## src/rtl/fmac_eac_adder_pipe_if.sv

```systemverilog
// rtl/fmac_eac_adder_pipe_if.sv - operation/result handshake channels of the EAC adder pipe
interface fmac_eac_adder_pipe_if #(
  parameter int C_MANT    = 23,
  parameter int TAG_WIDTH = 4
);
  localparam int W_L = 2*C_MANT+2;
  localparam int W_H = C_MANT+4;
  localparam int W_O = 3*C_MANT+5;

  logic                 In_Valid_SI;
  logic                 In_Ready_SO;
  logic [TAG_WIDTH-1:0] Tag_DI;
  logic [W_L-1:0]       AL_DI;
  logic [W_L-1:0]       BL_DI;
  logic [W_H-1:0]       BH_DI;
  logic                 Sub_SI;
  logic                 Sign_postalig_DI;
  logic                 Sign_amt_SI;
  logic                 Sft_stop_SI;
  logic                 Prod_special_SI;
  logic                 Flush_SI;
  logic                 Out_Valid_SO;
  logic                 Out_Ready_SI;
  logic [W_O-1:0]       Sum_pos_DO;
  logic                 Sign_out_DO;
  logic                 Sign_change_SO;
  logic                 Sticky_SO;
  logic [TAG_WIDTH-1:0] Tag_DO;
  logic                 Busy_SO;

  modport master (
    output In_Valid_SI, Tag_DI, AL_DI, BL_DI, BH_DI, Sub_SI, Sign_postalig_DI,
           Sign_amt_SI, Sft_stop_SI, Prod_special_SI, Flush_SI, Out_Ready_SI,
    input  In_Ready_SO, Out_Valid_SO, Sum_pos_DO, Sign_out_DO, Sign_change_SO,
           Sticky_SO, Tag_DO, Busy_SO
  );

  modport slave (
    input  In_Valid_SI, Tag_DI, AL_DI, BL_DI, BH_DI, Sub_SI, Sign_postalig_DI,
           Sign_amt_SI, Sft_stop_SI, Prod_special_SI, Flush_SI, Out_Ready_SI,
    output In_Ready_SO, Out_Valid_SO, Sum_pos_DO, Sign_out_DO, Sign_change_SO,
           Sticky_SO, Tag_DO, Busy_SO
  );
endinterface

```

## src/rtl/fmac_eac_adder_pipe.sv

```systemverilog
// rtl/fmac_eac_adder_pipe.sv - pipelined FMA end-around-carry adder stage with valid/ready and flush
module fmac_eac_adder_pipe #(
  parameter int C_MANT    = 23,
  parameter int LATENCY   = 2,
  parameter int TAG_WIDTH = 4
) (
  input logic                  Clk_CI,
  input logic                  Rst_RI,
  fmac_eac_adder_pipe_if.slave bus
);
  localparam int W_L = 2*C_MANT+2;
  localparam int W_H = C_MANT+4;
  localparam int W_O = 3*C_MANT+5;
  localparam int W_V = W_H+W_L;

  typedef struct packed {
    logic [W_L-1:0]       low;
    logic                 cout;
    logic [W_H-1:0]       bh;
    logic                 sign_postalig;
    logic                 sign_amt;
    logic                 sft_stop;
    logic                 p;
    logic                 sticky;
    logic [TAG_WIDTH-1:0] tag;
  } s1_t;

  s1_t                  s1_d;
  s1_t                  s1_x;
  logic [W_L:0]         low_full;
  logic                 in_ready;
  logic                 feed;
  logic                 stage1_busy;
  logic                 out_adv;
  logic                 out_valid;
  logic [W_O-1:0]       sum_q;
  logic                 sign_q;
  logic                 chg_q;
  logic                 sticky_q;
  logic [TAG_WIDTH-1:0] tag_q;

  assign low_full = {1'b0, bus.AL_DI} + {1'b0, bus.BL_DI} + {{W_L{1'b0}}, bus.Sub_SI};

  always_comb begin
    s1_d               = '0;
    s1_d.low           = low_full[W_L-1:0];
    s1_d.cout          = low_full[W_L];
    s1_d.bh            = bus.BH_DI;
    s1_d.sign_postalig = bus.Sign_postalig_DI;
    s1_d.sign_amt      = bus.Sign_amt_SI;
    s1_d.sft_stop      = bus.Sft_stop_SI;
    s1_d.p             = ~bus.Prod_special_SI & bus.Sub_SI;
    s1_d.sticky        = bus.Sign_amt_SI ? (~bus.Prod_special_SI & bus.Sub_SI) : ~bus.Prod_special_SI;
    s1_d.tag           = bus.Tag_DI;
  end

  // High-part incrementer and end-around sign resolution
  logic [W_H-1:0] high;
  logic [W_H-1:0] amt_mant;
  logic [W_V-1:0] v;
  logic [W_O-1:0] v_neg;
  logic           n;
  logic [W_O-1:0] res_sum;
  logic           res_sign;
  logic           res_chg;

  assign high     = s1_x.bh + {{(W_H-1){1'b0}}, s1_x.cout};
  assign v        = {high, s1_x.low};
  assign v_neg    = -v[W_O-1:0];
  assign n        = v[W_V-1];
  assign amt_mant = {s1_x.bh[W_H-2:0], 1'b0} - {{(W_H-1){1'b0}}, s1_x.p};

  always_comb begin
    res_sum  = n ? v_neg : v[W_O-1:0];
    res_sign = n ^ s1_x.sign_postalig;
    res_chg  = n;
    if (s1_x.sft_stop) begin
      res_sum = {{(W_O-W_L){1'b0}}, s1_x.low};
    end else if (s1_x.sign_amt) begin
      res_sum  = {amt_mant, {(W_L-1){1'b0}}};
      res_sign = s1_x.sign_postalig;
      res_chg  = 1'b0;
    end
  end

  generate
    if (LATENCY == 2) begin : g_lat2
      s1_t  s1_q;
      logic v1;
      always_ff @(posedge Clk_CI) begin
        if (Rst_RI) begin
          v1   <= 1'b0;
          s1_q <= '0;
        end else if (bus.Flush_SI) begin
          v1 <= 1'b0;
        end else if (in_ready) begin
          v1 <= bus.In_Valid_SI;
          if (bus.In_Valid_SI) s1_q <= s1_d;
        end
      end
      assign in_ready    = ~v1 | out_adv;
      assign feed        = v1;
      assign stage1_busy = v1;
      assign s1_x        = s1_q;
    end else if (LATENCY == 1) begin : g_lat1
      assign in_ready    = out_adv;
      assign feed        = bus.In_Valid_SI;
      assign stage1_busy = 1'b0;
      assign s1_x        = s1_d;
    end else begin : g_bad_latency
      $error("fmac_eac_adder_pipe: LATENCY must be 1 or 2");
    end
  endgenerate

  assign out_adv = ~out_valid | bus.Out_Ready_SI;

  always_ff @(posedge Clk_CI) begin
    if (Rst_RI) begin
      out_valid <= 1'b0;
      sum_q     <= '0;
      sign_q    <= 1'b0;
      chg_q     <= 1'b0;
      sticky_q  <= 1'b0;
      tag_q     <= '0;
    end else if (bus.Flush_SI) begin
      out_valid <= 1'b0;
    end else if (out_adv) begin
      out_valid <= feed;
      if (feed) begin
        sum_q    <= res_sum;
        sign_q   <= res_sign;
        chg_q    <= res_chg;
        sticky_q <= s1_x.sticky;
        tag_q    <= s1_x.tag;
      end
    end
  end

  assign bus.In_Ready_SO    = in_ready;
  assign bus.Out_Valid_SO   = out_valid;
  assign bus.Sum_pos_DO     = sum_q;
  assign bus.Sign_out_DO    = sign_q;
  assign bus.Sign_change_SO = chg_q;
  assign bus.Sticky_SO      = sticky_q;
  assign bus.Tag_DO         = tag_q;
  assign bus.Busy_SO        = stage1_busy | out_valid;
endmodule

```

## src/flat_wrapper.sv

```systemverilog
// flat-port wrapper written by rule: the top's interface ports become plain ports
module fmac_eac_adder_pipe_flat 
#(
  parameter int C_MANT    = 23,
  parameter int LATENCY   = 2,
  parameter int TAG_WIDTH = 4
)
  (Clk_CI, Rst_RI, bus_In_Valid_SI, bus_Tag_DI, bus_AL_DI, bus_BL_DI, bus_BH_DI, bus_Sub_SI, bus_Sign_postalig_DI, bus_Sign_amt_SI, bus_Sft_stop_SI, bus_Prod_special_SI, bus_Flush_SI, bus_Out_Ready_SI, bus_In_Ready_SO, bus_Out_Valid_SO, bus_Sum_pos_DO, bus_Sign_out_DO, bus_Sign_change_SO, bus_Sticky_SO, bus_Tag_DO, bus_Busy_SO);
  fmac_eac_adder_pipe_if #(.C_MANT(C_MANT), .TAG_WIDTH(TAG_WIDTH)) bus_i ();
  input logic Clk_CI;
  input logic Rst_RI;
  input wire logic [$bits(bus_i.In_Valid_SI)-1:0] bus_In_Valid_SI;
  input wire logic [$bits(bus_i.Tag_DI)-1:0] bus_Tag_DI;
  input wire logic [$bits(bus_i.AL_DI)-1:0] bus_AL_DI;
  input wire logic [$bits(bus_i.BL_DI)-1:0] bus_BL_DI;
  input wire logic [$bits(bus_i.BH_DI)-1:0] bus_BH_DI;
  input wire logic [$bits(bus_i.Sub_SI)-1:0] bus_Sub_SI;
  input wire logic [$bits(bus_i.Sign_postalig_DI)-1:0] bus_Sign_postalig_DI;
  input wire logic [$bits(bus_i.Sign_amt_SI)-1:0] bus_Sign_amt_SI;
  input wire logic [$bits(bus_i.Sft_stop_SI)-1:0] bus_Sft_stop_SI;
  input wire logic [$bits(bus_i.Prod_special_SI)-1:0] bus_Prod_special_SI;
  input wire logic [$bits(bus_i.Flush_SI)-1:0] bus_Flush_SI;
  input wire logic [$bits(bus_i.Out_Ready_SI)-1:0] bus_Out_Ready_SI;
  output wire logic [$bits(bus_i.In_Ready_SO)-1:0] bus_In_Ready_SO;
  output wire logic [$bits(bus_i.Out_Valid_SO)-1:0] bus_Out_Valid_SO;
  output wire logic [$bits(bus_i.Sum_pos_DO)-1:0] bus_Sum_pos_DO;
  output wire logic [$bits(bus_i.Sign_out_DO)-1:0] bus_Sign_out_DO;
  output wire logic [$bits(bus_i.Sign_change_SO)-1:0] bus_Sign_change_SO;
  output wire logic [$bits(bus_i.Sticky_SO)-1:0] bus_Sticky_SO;
  output wire logic [$bits(bus_i.Tag_DO)-1:0] bus_Tag_DO;
  output wire logic [$bits(bus_i.Busy_SO)-1:0] bus_Busy_SO;
  assign bus_i.In_Valid_SI = bus_In_Valid_SI;
  assign bus_i.Tag_DI = bus_Tag_DI;
  assign bus_i.AL_DI = bus_AL_DI;
  assign bus_i.BL_DI = bus_BL_DI;
  assign bus_i.BH_DI = bus_BH_DI;
  assign bus_i.Sub_SI = bus_Sub_SI;
  assign bus_i.Sign_postalig_DI = bus_Sign_postalig_DI;
  assign bus_i.Sign_amt_SI = bus_Sign_amt_SI;
  assign bus_i.Sft_stop_SI = bus_Sft_stop_SI;
  assign bus_i.Prod_special_SI = bus_Prod_special_SI;
  assign bus_i.Flush_SI = bus_Flush_SI;
  assign bus_i.Out_Ready_SI = bus_Out_Ready_SI;
  assign bus_In_Ready_SO = bus_i.In_Ready_SO;
  assign bus_Out_Valid_SO = bus_i.Out_Valid_SO;
  assign bus_Sum_pos_DO = bus_i.Sum_pos_DO;
  assign bus_Sign_out_DO = bus_i.Sign_out_DO;
  assign bus_Sign_change_SO = bus_i.Sign_change_SO;
  assign bus_Sticky_SO = bus_i.Sticky_SO;
  assign bus_Tag_DO = bus_i.Tag_DO;
  assign bus_Busy_SO = bus_i.Busy_SO;
  fmac_eac_adder_pipe #(.C_MANT(C_MANT), .LATENCY(LATENCY), .TAG_WIDTH(TAG_WIDTH)) u_core (.Clk_CI(Clk_CI), .Rst_RI(Rst_RI), .bus(bus_i));
endmodule
```

## config.mk

```make
export PLATFORM = sky130hd
export DESIGN_NAME = fmac_eac_adder_pipe_flat
export DESIGN_NICKNAME = d
export VERILOG_FILES = /design/src/rtl/fmac_eac_adder_pipe_if.sv /design/src/rtl/fmac_eac_adder_pipe.sv /design/src/flat_wrapper.sv
export SDC_FILE = /design/constraint.sdc
export NUM_CORES = 1
export LEC_CHECK = 0
export BUFFER_PORTS_ARGS = -buffer_cell sky130_fd_sc_hd__buf_2
export CORE_UTILIZATION = 45
export CTS_CLUSTER_DIAMETER = 150
export DETAILED_ROUTE_END_ITERATION = 6
export PLACE_DENSITY_LB_ADDON = 0.08
export SLEW_MARGIN = 10
export SYNTH_ARGS = -nofsm -noshare
export SYNTH_HDL_FRONTEND = slang
export SYNTH_SLANG_ARGS = --single-unit
```

## constraint.sdc

```tcl
create_clock -name Clk_CI -period 6 [get_ports Clk_CI]
set_clock_uncertainty 0.05 [all_clocks]
set_input_delay 0.6 -clock Clk_CI [delete_from_list [all_inputs] [get_ports Clk_CI]]
set_output_delay 0.6 -clock Clk_CI [all_outputs]
set_load 0.02 [all_outputs]
```

==> results.toml, run 1 <==
[status]
status = "finished, final reports clean"

[cts]
clockBufferDepth = 2
cts_tree = "done"
cts.sinks = 168
root_buffer = "clkbuf_16"
postCtsHoldBufs = 0
postCtsSetupBuffers = 0
path_clk_slew_ps = 80
cts_made_buffers = 17
post_cts_resized = 0
h-tree-depth = 4
clock_latency_ps = 440

[logic_synthesis]
synth_seq_cells = 168
synth_area_per_cell_sq_um = 7.570
synthArstFlopShare_pct = 0
yosysWarnings = 0
yosysTopAreaCellShare_pct = 30.16
syn_inst = 1473
synth.area.top_cells = "dfxtp_1, nand2_1, a21oi_1"
synthesis.area_sq_um = 11150
ys.flop_type = "dfxtp_1"
yosysSeqAreaShare_pct = 30.16
yosysUniqueCellTypes = 70
synth_edf_count = 0
syn_nets = 1663
yosysTopAreaCell = "dfxtp_1"

[floorplanning]
coreArea_sq_um = 24320
std_cell_rows = 57
ios = 221
floorplan.initialDensity_pct = 45.85
die_h_um = 159.4
dieArea_sq_um = 25410
die_w_um = 159.4

[setup_path]
required_ps = 6260
crit_fanout = 29
startpoint_type = "flip-flop"
path_class = "reg2reg"
crit_family = "simple AND/OR/NAND/NOR gates"
critPathMaxStageDelay_ps = 900
cp_slowest_cell = "nor2_2"
critPathBufInv = 1
cp_cell_sequence = "ha_1, ha_1, nand2_1, or4_1, nor4_2, xnor2_2, buf_4, nor2_2, o21ai_0, xnor2_1, a22oi_1, nor2_1"
critPathMostFrequentCell = "ha_1"
worstPathArrival_ps = 4450
end_kind = "flip-flop"

[pwr]
power_density_nw_per_um2 = 239.8
irDropWorstVdd_mv = 0.1855
p_leak_nw = 5.504

[finish]
drive_gt1_share_pct = 17.94
mostFrequentLayoutCell = "nand2_1"
fillers = 2454
layout_common_cells = "nand2_1, buf_2, dfxtp_1"
final_util_pct = 53.76
final_area_sq_um = 13070
num_antenna_cells = 0
nNetsFinal = 1821
area_growth_pct = 17.25

[drt]
post-route-drc-count = 0
totalWireLength_mm = 32.54
wl_per_cell_um = 16.54
first_pass_iters = 5
final_antenna_net_count = 0
drtIter0Drc = 709
vias_per_cell = 5.595
vias = 11010

[placement]
hpwl_mm = 23.88
place_ws_ps = 1691
finalWeightedCongestion = 0.8986
dpl_cell_area_sq_um = 12420
portBuffers = 220

[global_routing]
grt_pass1_vias = 10240
antenna_found_initial = 0
grt_pass1_wl_mm = 53.17
track_usage_pct = 25.57
overflow = 0
grt_max_degree = 61

[sta]
fin_crit_ps = 4195
worst_pin_slew_ps = 1169
setup_ws_ps = 1805
setup-tns-final_ps = 0
setup_viol = 0
rsz0062_at_grt = "no"
finalCritPeriodShare_pct = 69.92
relSlewSlack_pct = 22.00
hold_ws_ps = 345.1
slew_viol_final = 0
max_freq_mhz = 238.4
hold_viol = 0

[hold_path]
hold_path.class = "in2reg"

[run]
cap_violations = 0
==> final cells by class <==
type	instances	area (sq um)	area share [%]
Multi-Input combinational cell	1184	7346	56.19
Sequential cell	168	3363	25.72
Timing Repair Buffer	233	1201	9.187
Clock buffer	17	425.4	3.254
Tap cell	324	405.4	3.101
Clock inverter	15	231.5	1.771
Inverter	27	101.3	0.7752
==> stage by stage <==
stage,instances,power [mW]
floorplan,1473,1.722
global placement,1936,1.912
detailed placement,1936,1.918
CTS,1968,3.149
global route,1968,3.288
finish,1968,3.135
==> synth_stat cells (10+ instances only) <==
master    instances
o31ai_1          23
nor4_1           15
mux2i_1          11
nor2_1          119
ha_1             51
nor3_1           34
a21o_1           24
inv_1            26
nand3_1          31
xnor2_1          75
nor2b_1          11
nand4_1          15
nand2_1         223
or3_1            23
xor2_1           59
and3_1           20
a31oi_1          22
a22oi_1          49
o21ai_0          89
dfxtp_1         168
a21oi_1         135
clkbuf_1         82
nand2b_1         10
==> state kept, by name, indices dropped and copies added, names as in the netlist <==
register,count
u_core.bus.Out_Valid_SO,1
u_core.bus.Sign_change_SO,1
u_core.bus.Sign_out_DO,1
u_core.bus.Sticky_SO,1
u_core.bus.Sum_pos_DO,74
u_core.bus.Tag_DO,4
u_core.feed,1
u_core.g_lat2.s1_q,85
==> where the power goes <==
group | switching [mW] | internal [mW]
Sequential | 0.0653 | 1.16
Combinational | 0.393 | 0.279
Clock | 0.522 | 0.718
==> worst paths after layout <==
kind / start / depth (start not counted) / end / slack, ps
hold reg to reg: u_core.bus.Sum_pos_DO[57] / 2 / u_core.bus.Sum_pos_DO[57] / 400
hold / removal: bus_BH_DI[25] / 3 / u_core.g_lat2.s1_q[34] / 350
setup reg to reg: u_core.g_lat2.s1_q[36] / 12 / u_core.bus.Sum_pos_DO[41] / 1800
setup / recovery: u_core.g_lat2.s1_q[36] / 12 / u_core.bus.Sum_pos_DO[41] / 1800
==> metal layers <==
metal / up-vias / share of wire (%) / GRT usage, % / wire [um]
met4: 0 / 1.3 / 6.556 / 438
met5: - / 0 / 0 / 0
li1: 5610 / - / - / -
met2: 297 / 48 / 43.02 / 15460
met1: 5071 / 46 / 33.57 / 14930
met3: 32 / 5.3 / 4.767 / 1713
==> worst register-to-register path: cells and delay by family, from the launching register on <==
family | cells | cell delay, ps
AOI/OAI and AO/OA | 2 | 470
xor gates and xnor gates | 2 | 290
adders and majority gates | 2 | 490
buffers and inverters | 1 | 230
DFF | 1 | 380
and+or+nand+nor | 5 | 2140
==> logic make-up (layout without fill, tap and decap cells) <==
family / count (synthesis) / in the layout / synth area share [%]
flip-flops: 168 / 168 / 30.16
AO/OA/AOI/OAI: 424 / 424 / 23.75
AND/OR/NAND/NOR: 557 / 557 / 23.81
XOR/XNOR: 134 / 134 / 10.53
adder cells (fa/ha/maj): 53 / 53 / 6.082
buffers and inverters: 121 / 292 / 4.174
multiplexers: 16 / 16 / 1.492
No activity file was read; power rests on OpenSTA's default activity.
==> run 2: changes to the inputs <==
==> constraint.sdc (replaced) <==
create_clock -name Clk_CI -period 3.84 [get_ports Clk_CI]
set_clock_uncertainty 0.05 [all_clocks]
set_input_delay 0.384 -clock Clk_CI [delete_from_list [all_inputs] [get_ports Clk_CI]]
set_output_delay 0.384 -clock Clk_CI [all_outputs]
set_load 0.02 [all_outputs]
==> results.toml, run 2 (synthesis gave the netlist of run 1 again) <==
[finish]
largest_register = "u_core.g_lat2.s1_q"
fillers = 2387
multi_input_area_sq_um = 7346
area_growth_pct = 20.03
largest_register_ffs = 85
num_antenna_cells = 0
nNetsFinal = 1864
mostFrequentLayoutCell = "nand2_1"
layout_common_cells = "nand2_1, buf_2, dfxtp_1"
drive_gt1_share_pct = 19.93
regArea_sq_um = 3363

[floorplanning]
die_h_um = 159.4
floorplan.initialDensity_pct = 45.85
die_w_um = 159.4
std_cell_rows = 57
coreArea_sq_um = 24320
dieArea_sq_um = 25410
ios = 221

[sta]
max_freq_mhz = 275.1
fin_crit_ps = 3636
setup-tns-final_ps = 0
setup_ws_ps = 204.4
finalCritPeriodShare_pct = 94.68
worst_pin_slew_ps = 709.0
slew_viol_final = 0
rsz0062_at_grt = "no"
hold_viol = 0
setup_viol = 0
relSlewSlack_pct = 52.37

[placement]
portBuffers = 220
finalWeightedCongestion = 0.9370
hpwl_mm = 24.97
place_ws_ps = 98.57

[drt]
drtIter0Drc = 686
first_pass_iters = 5
vias = 11220
wl_per_cell_um = 16.60
post-route-drc-count = 0
vias_per_cell = 5.583
final_antenna_net_count = 0
totalWireLength_mm = 33.37

[pwr]
power_density_nw_per_um2 = 365.0
irDropWorstVdd_mv = 0.2996
p_leak_nw = 5.696

[cts]
cts.sinks = 168
h-tree-depth = 4
path_clk_slew_ps = 70
cts_tree = "done"
cts_made_buffers = 17
postCtsHoldBufs = 0
clockBufferDepth = 2
postCtsSetupBuffers = 0
post_cts_resized = 0
root_buffer = "clkbuf_16"
clock_latency_ps = 440

[setup_path]
crit_fanout = 8
r2r-end = "u_core.bus.Sum_pos_DO[71]"
crit_family = "simple AND/OR/NAND/NOR gates"
end_kind = "flip-flop"
cp_cell_sequence = "or4_1, or3_1, nor4_2, and4_1, nand4_1, o31ai_1, mux2i_1, o21ai_2, xnor2_1, o21ai_1"
path_class = "reg2reg"
worstRegToRegCells = 10
cp_slowest_cell = "or4_1"
critPathBufInv = 0
rr_startpoint = "u_core.g_lat2.s1_q[73]"
worstPathArrival_ps = 3890
r2r_slack_ps = 200
startpoint_type = "flip-flop"
required_ps = 4090
critPathMaxStageDelay_ps = 590

[global_routing]
grt_max_degree = 53
overflow = 0
grt_pass1_vias = 10260
track_usage_pct = 25.97
grt_pass1_wl_mm = 53.83
antenna_found_initial = 0

[run]
cap_violations = 0

[status]
status = "finished, final reports clean"

[hold_path]
holdPathEnd = "u_core.g_lat2.s1_q[30]"
whs_path_depth = 3
holdCritStartpoint = "bus_BH_DI[21]"
hold_path.class = "in2reg"
## run 2: changes by cell type in the layout (fill, tap and decap cells not counted), moves of 2 or more
cell | previous run | this run
buf_4 | 14 | 56
clkinv_4 | 2 | 0
clkinvlp_4 | 0 | 3
inv_8 | 3 | 1
## run 2: worst max path at each step
stage | endpoint | depth (start not counted) | slack (ps) | start
floorplan | u_core.g_lat2.s1_q[69] | 14 | 480 | bus_Sub_SI
global placement | u_core.g_lat2.s1_q[81] | 15 | 160 | bus_Sub_SI
detailed placement | u_core.g_lat2.s1_q[81] | 15 | 100 | bus_Sub_SI
CTS | u_core.bus.Sum_pos_DO[71] | 10 | 260 | u_core.g_lat2.s1_q[73]
global route | u_core.bus.Sum_pos_DO[71] | 10 | 20 | u_core.g_lat2.s1_q[73]
finish | u_core.bus.Sum_pos_DO[71] | 10 | 200 | u_core.g_lat2.s1_q[73]
## run 2: layout make-up
type,count,share of cell area [%]
Inverter,27,0.7572
Clock buffer,19,3.309
Clock inverter,12,1.412
Tap cell,324,3.029
Multi-Input combinational cell,1184,54.88
Timing Repair Buffer,276,11.48
Sequential cell,168,25.13
## run 2: where the power goes
group          switching [mW]  total, mW  internal [mW]
sequential             0.0878       1.90           1.81
combinational           0.645       1.12          0.474
clock                   0.751       1.87           1.12
total                    1.48       4.89           3.40
## run 2: worst min-delay path, stage by stage
cell and delay (ps):
buf_2 100, nand2_1 50, a21oi_1 50
## run 2: metrics by stage
step,hold WS (ps),instances,power (mW),util [%],cell area (sq um)
global placement,380.4,1979,3.038,52.44,12750
finish,133.1,2010,4.885,55.03,13380
CTS,123.9,2010,4.911,55.03,13380
detailed placement,387.6,1979,3.047,52.44,12750
global route,132.6,2010,5.131,55.03,13380
floorplan,382.1,1473,2.691,-,11150
## run 2: per-layer routing
| layer | vias to the layer above | part of all wire (%) | global-route usage (%) |
|---|---|---|---|
| met4 | 0 | 1.3 | 5.857 |
| li1 | 5676 | - | - |
| met3 | 28 | 6.5 | 4.194 |
| met1 | 5158 | 45 | 34.90 |
| met5 | - | 0 | 0 |
| met2 | 360 | 47 | 43.54 |
==> run 3: changes to the inputs <==
--- a/config.mk
+++ b/config.mk
@@ -6,10 +6,11 @@
 export NUM_CORES = 1
 export LEC_CHECK = 0
 export BUFFER_PORTS_ARGS = -buffer_cell sky130_fd_sc_hd__buf_2
-export CORE_UTILIZATION = 45
+export CAP_MARGIN = 20
+export CORE_UTILIZATION = 50
 export CTS_CLUSTER_DIAMETER = 150
 export DETAILED_ROUTE_END_ITERATION = 6
-export PLACE_DENSITY_LB_ADDON = 0.08
+export PLACE_DENSITY = 0.81
 export SLEW_MARGIN = 10
 export SYNTH_ARGS = -nofsm -noshare
 export SYNTH_HDL_FRONTEND = slang
==> results.toml, run 3 (synthesis gave the netlist of run 1 again) <==
[status]
status = "finished, final reports clean"

[setup_path]
required_ps = 4080
rr_startpoint = "u_core.g_lat2.s1_q[73]"
end_kind = "flip-flop"
crit_start = "u_core.g_lat2.s1_q[73]"
crit_cells = 10
endpoint = "u_core.bus.Sum_pos_DO[71]"
critPathMaxStageDelay_ps = 590
worstRegToRegCells = 10
r2r_slack_ps = 270
r2r-end = "u_core.bus.Sum_pos_DO[71]"
crit_family = "simple AND/OR/NAND/NOR gates"
cp_slowest_cell = "or4_1"
path_class = "reg2reg"
worstPathArrival_ps = 3820
cp_cell_sequence = "or4_1, or3_1, nor4_2, and4_1, nand4_1, o31ai_1, mux2i_1, o21ai_2, xnor2_1, o21ai_1"
critPathBufInv = 0
startpoint_type = "flip-flop"
crit_fanout = 8

[finish]
area_growth_pct = 19.01
mostFrequentLayoutCell = "nand2_1"
final_area_sq_um = 13270
largest_register = "u_core.g_lat2.s1_q"
layout_common_cells = "nand2_1, buf_2, dfxtp_1"
drive_gt1_share_pct = 19.34
nNetsFinal = 1852
final_util_pct = 60.81
largest_register_ffs = 85
layoutNonFillerInstCount = 1958

[floorplanning]
floorplan.initialDensity_pct = 51.10
dieArea_sq_um = 22900
ios = 221
std_cell_rows = 54
die_h_um = 151.3
die_w_um = 151.3
coreArea_sq_um = 21820

[global_routing]
grt_pass1_wl_mm = 51.32
track_usage_pct = 28.13
overflow = 0
antenna_found_initial = 3
grt_max_degree = 57
grt_pass1_vias = 10400

[cts]
cts_made_buffers = 17
post_cts_resized = 0
h-tree-depth = 4
postCtsSetupBuffers = 0
root_buffer = "clkbuf_16"
path_clk_slew_ps = 70
cts_tree = "done"
clockBufferDepth = 2
cts.sinks = 168
clock_latency_ps = 430
postCtsHoldBufs = 0

[sta]
worst_pin_slew_ps = 763.1
max_freq_mhz = 279.9
rsz0062_at_grt = "no"
hold_viol = 0
finalCritPeriodShare_pct = 93.03
fin_crit_ps = 3572
setup_ws_ps = 267.6
setup_viol = 0
relSlewSlack_pct = 48.74
setup-tns-final_ps = 0
slew_viol_final = 0

[placement]
dpl_cell_area_sq_um = 12630
portBuffers = 220
hpwl_mm = 23.97
dp.cells = 1923
finalWeightedCongestion = 0.9397
place_ws_ps = 22.20

[pwr]
clkPwrFrac_pct = 38.3
p_leak_nw = 5.661
p_int_mw = 3.385
irDropWorstVdd_mv = 0.2993
power_frac_seq_pct = 39.2
netSwitchingFraction_pct = 30.12
power_density_nw_per_um2 = 365.1
p_sw_mw = 1.459
power_frac_comb_pct = 22.5

[drt]
vias = 11410
drtIter0Drc = 840
wl_per_cell_um = 16.28
post-route-drc-count = 0
vias_per_cell = 5.827
first_pass_iters = 5
totalWireLength_mm = 31.87
final_antenna_net_count = 0

[hold_path]
hold_path.class = "in2reg"

[run]
cap_violations = 0
## run 3: changes by cell type in the layout (fill, tap and decap cells not counted)
cell        change
buf_12          +2
buf_4          -14
clkinv_2        +2
clkinv_4        +3
clkinvlp_4      -2
diode_2         +3
inv_6           -2
nor3b_1         +1
nor3b_2         -1
## run 3: worst reg2reg max path, stage by stage, from the launching register on
cell     delay, ps
dfxtp_1        380
or4_1          590
or3_1          420
nor4_2         330
and4_1         430
nand4_1        250
o31ai_1        440
mux2i_1        260
o21ai_2         80
xnor2_1        140
o21ai_1         70
## run 3: power groups by stage
stage	registers [mW]	clock network, mW	logic, mW
after global routing	1.91	1.95	1.21
final	1.90	1.85	1.09
after CTS	1.90	1.87	1.08
after floorplan	1.92	0	0.775
after detailed placement	1.94	0	1.07
after global placement	1.93	0	1.05
## run 3: worst min-delay path by stage
stage	from	end	slack, ps	cells after the start
after CTS	bus_Flush_SI	u_core.feed	130	2
after floorplan	u_core.g_lat2.s1_q[4]	u_core.g_lat2.s1_q[4]	380	2
after detailed placement	u_core.bus.Sum_pos_DO[62]	u_core.bus.Sum_pos_DO[62]	390	2
final	bus_BH_DI[9]	u_core.g_lat2.s1_q[18]	140	3
after global routing	bus_Flush_SI	u_core.feed	140	2
after global placement	u_core.bus.Sum_pos_DO[63]	u_core.bus.Sum_pos_DO[63]	380	2
## run 3: per-stage QoR
step	hold slack, ps	total power, mW
after floorplan	382.1	2.691
after global placement	380.4	2.986
after detailed placement	390.6	3.007
after CTS	126.7	4.844
after global routing	136.1	5.066
final	137.8	4.845
## run 3: routing by layer
metal	up-vias	wire [um]	global-route usage, %
met5	-	0	0
met4	0	912	10.15
met3	56	2507	5.422
met2	475	14880	46.74
met1	5228	13580	35.99
li1	5650	-	-
## run 3: layout make-up
class                   instances  area [sq um]
diodes                          3         7.507
clock buffers                  19         442.9
clock inverters                13         192.7
fillers                      2003          8553
inverters                      27         101.3
multi-input cells            1184          7341
flip-flops and latches        168          3363
well taps                     280         350.3
repair buffers                264          1471
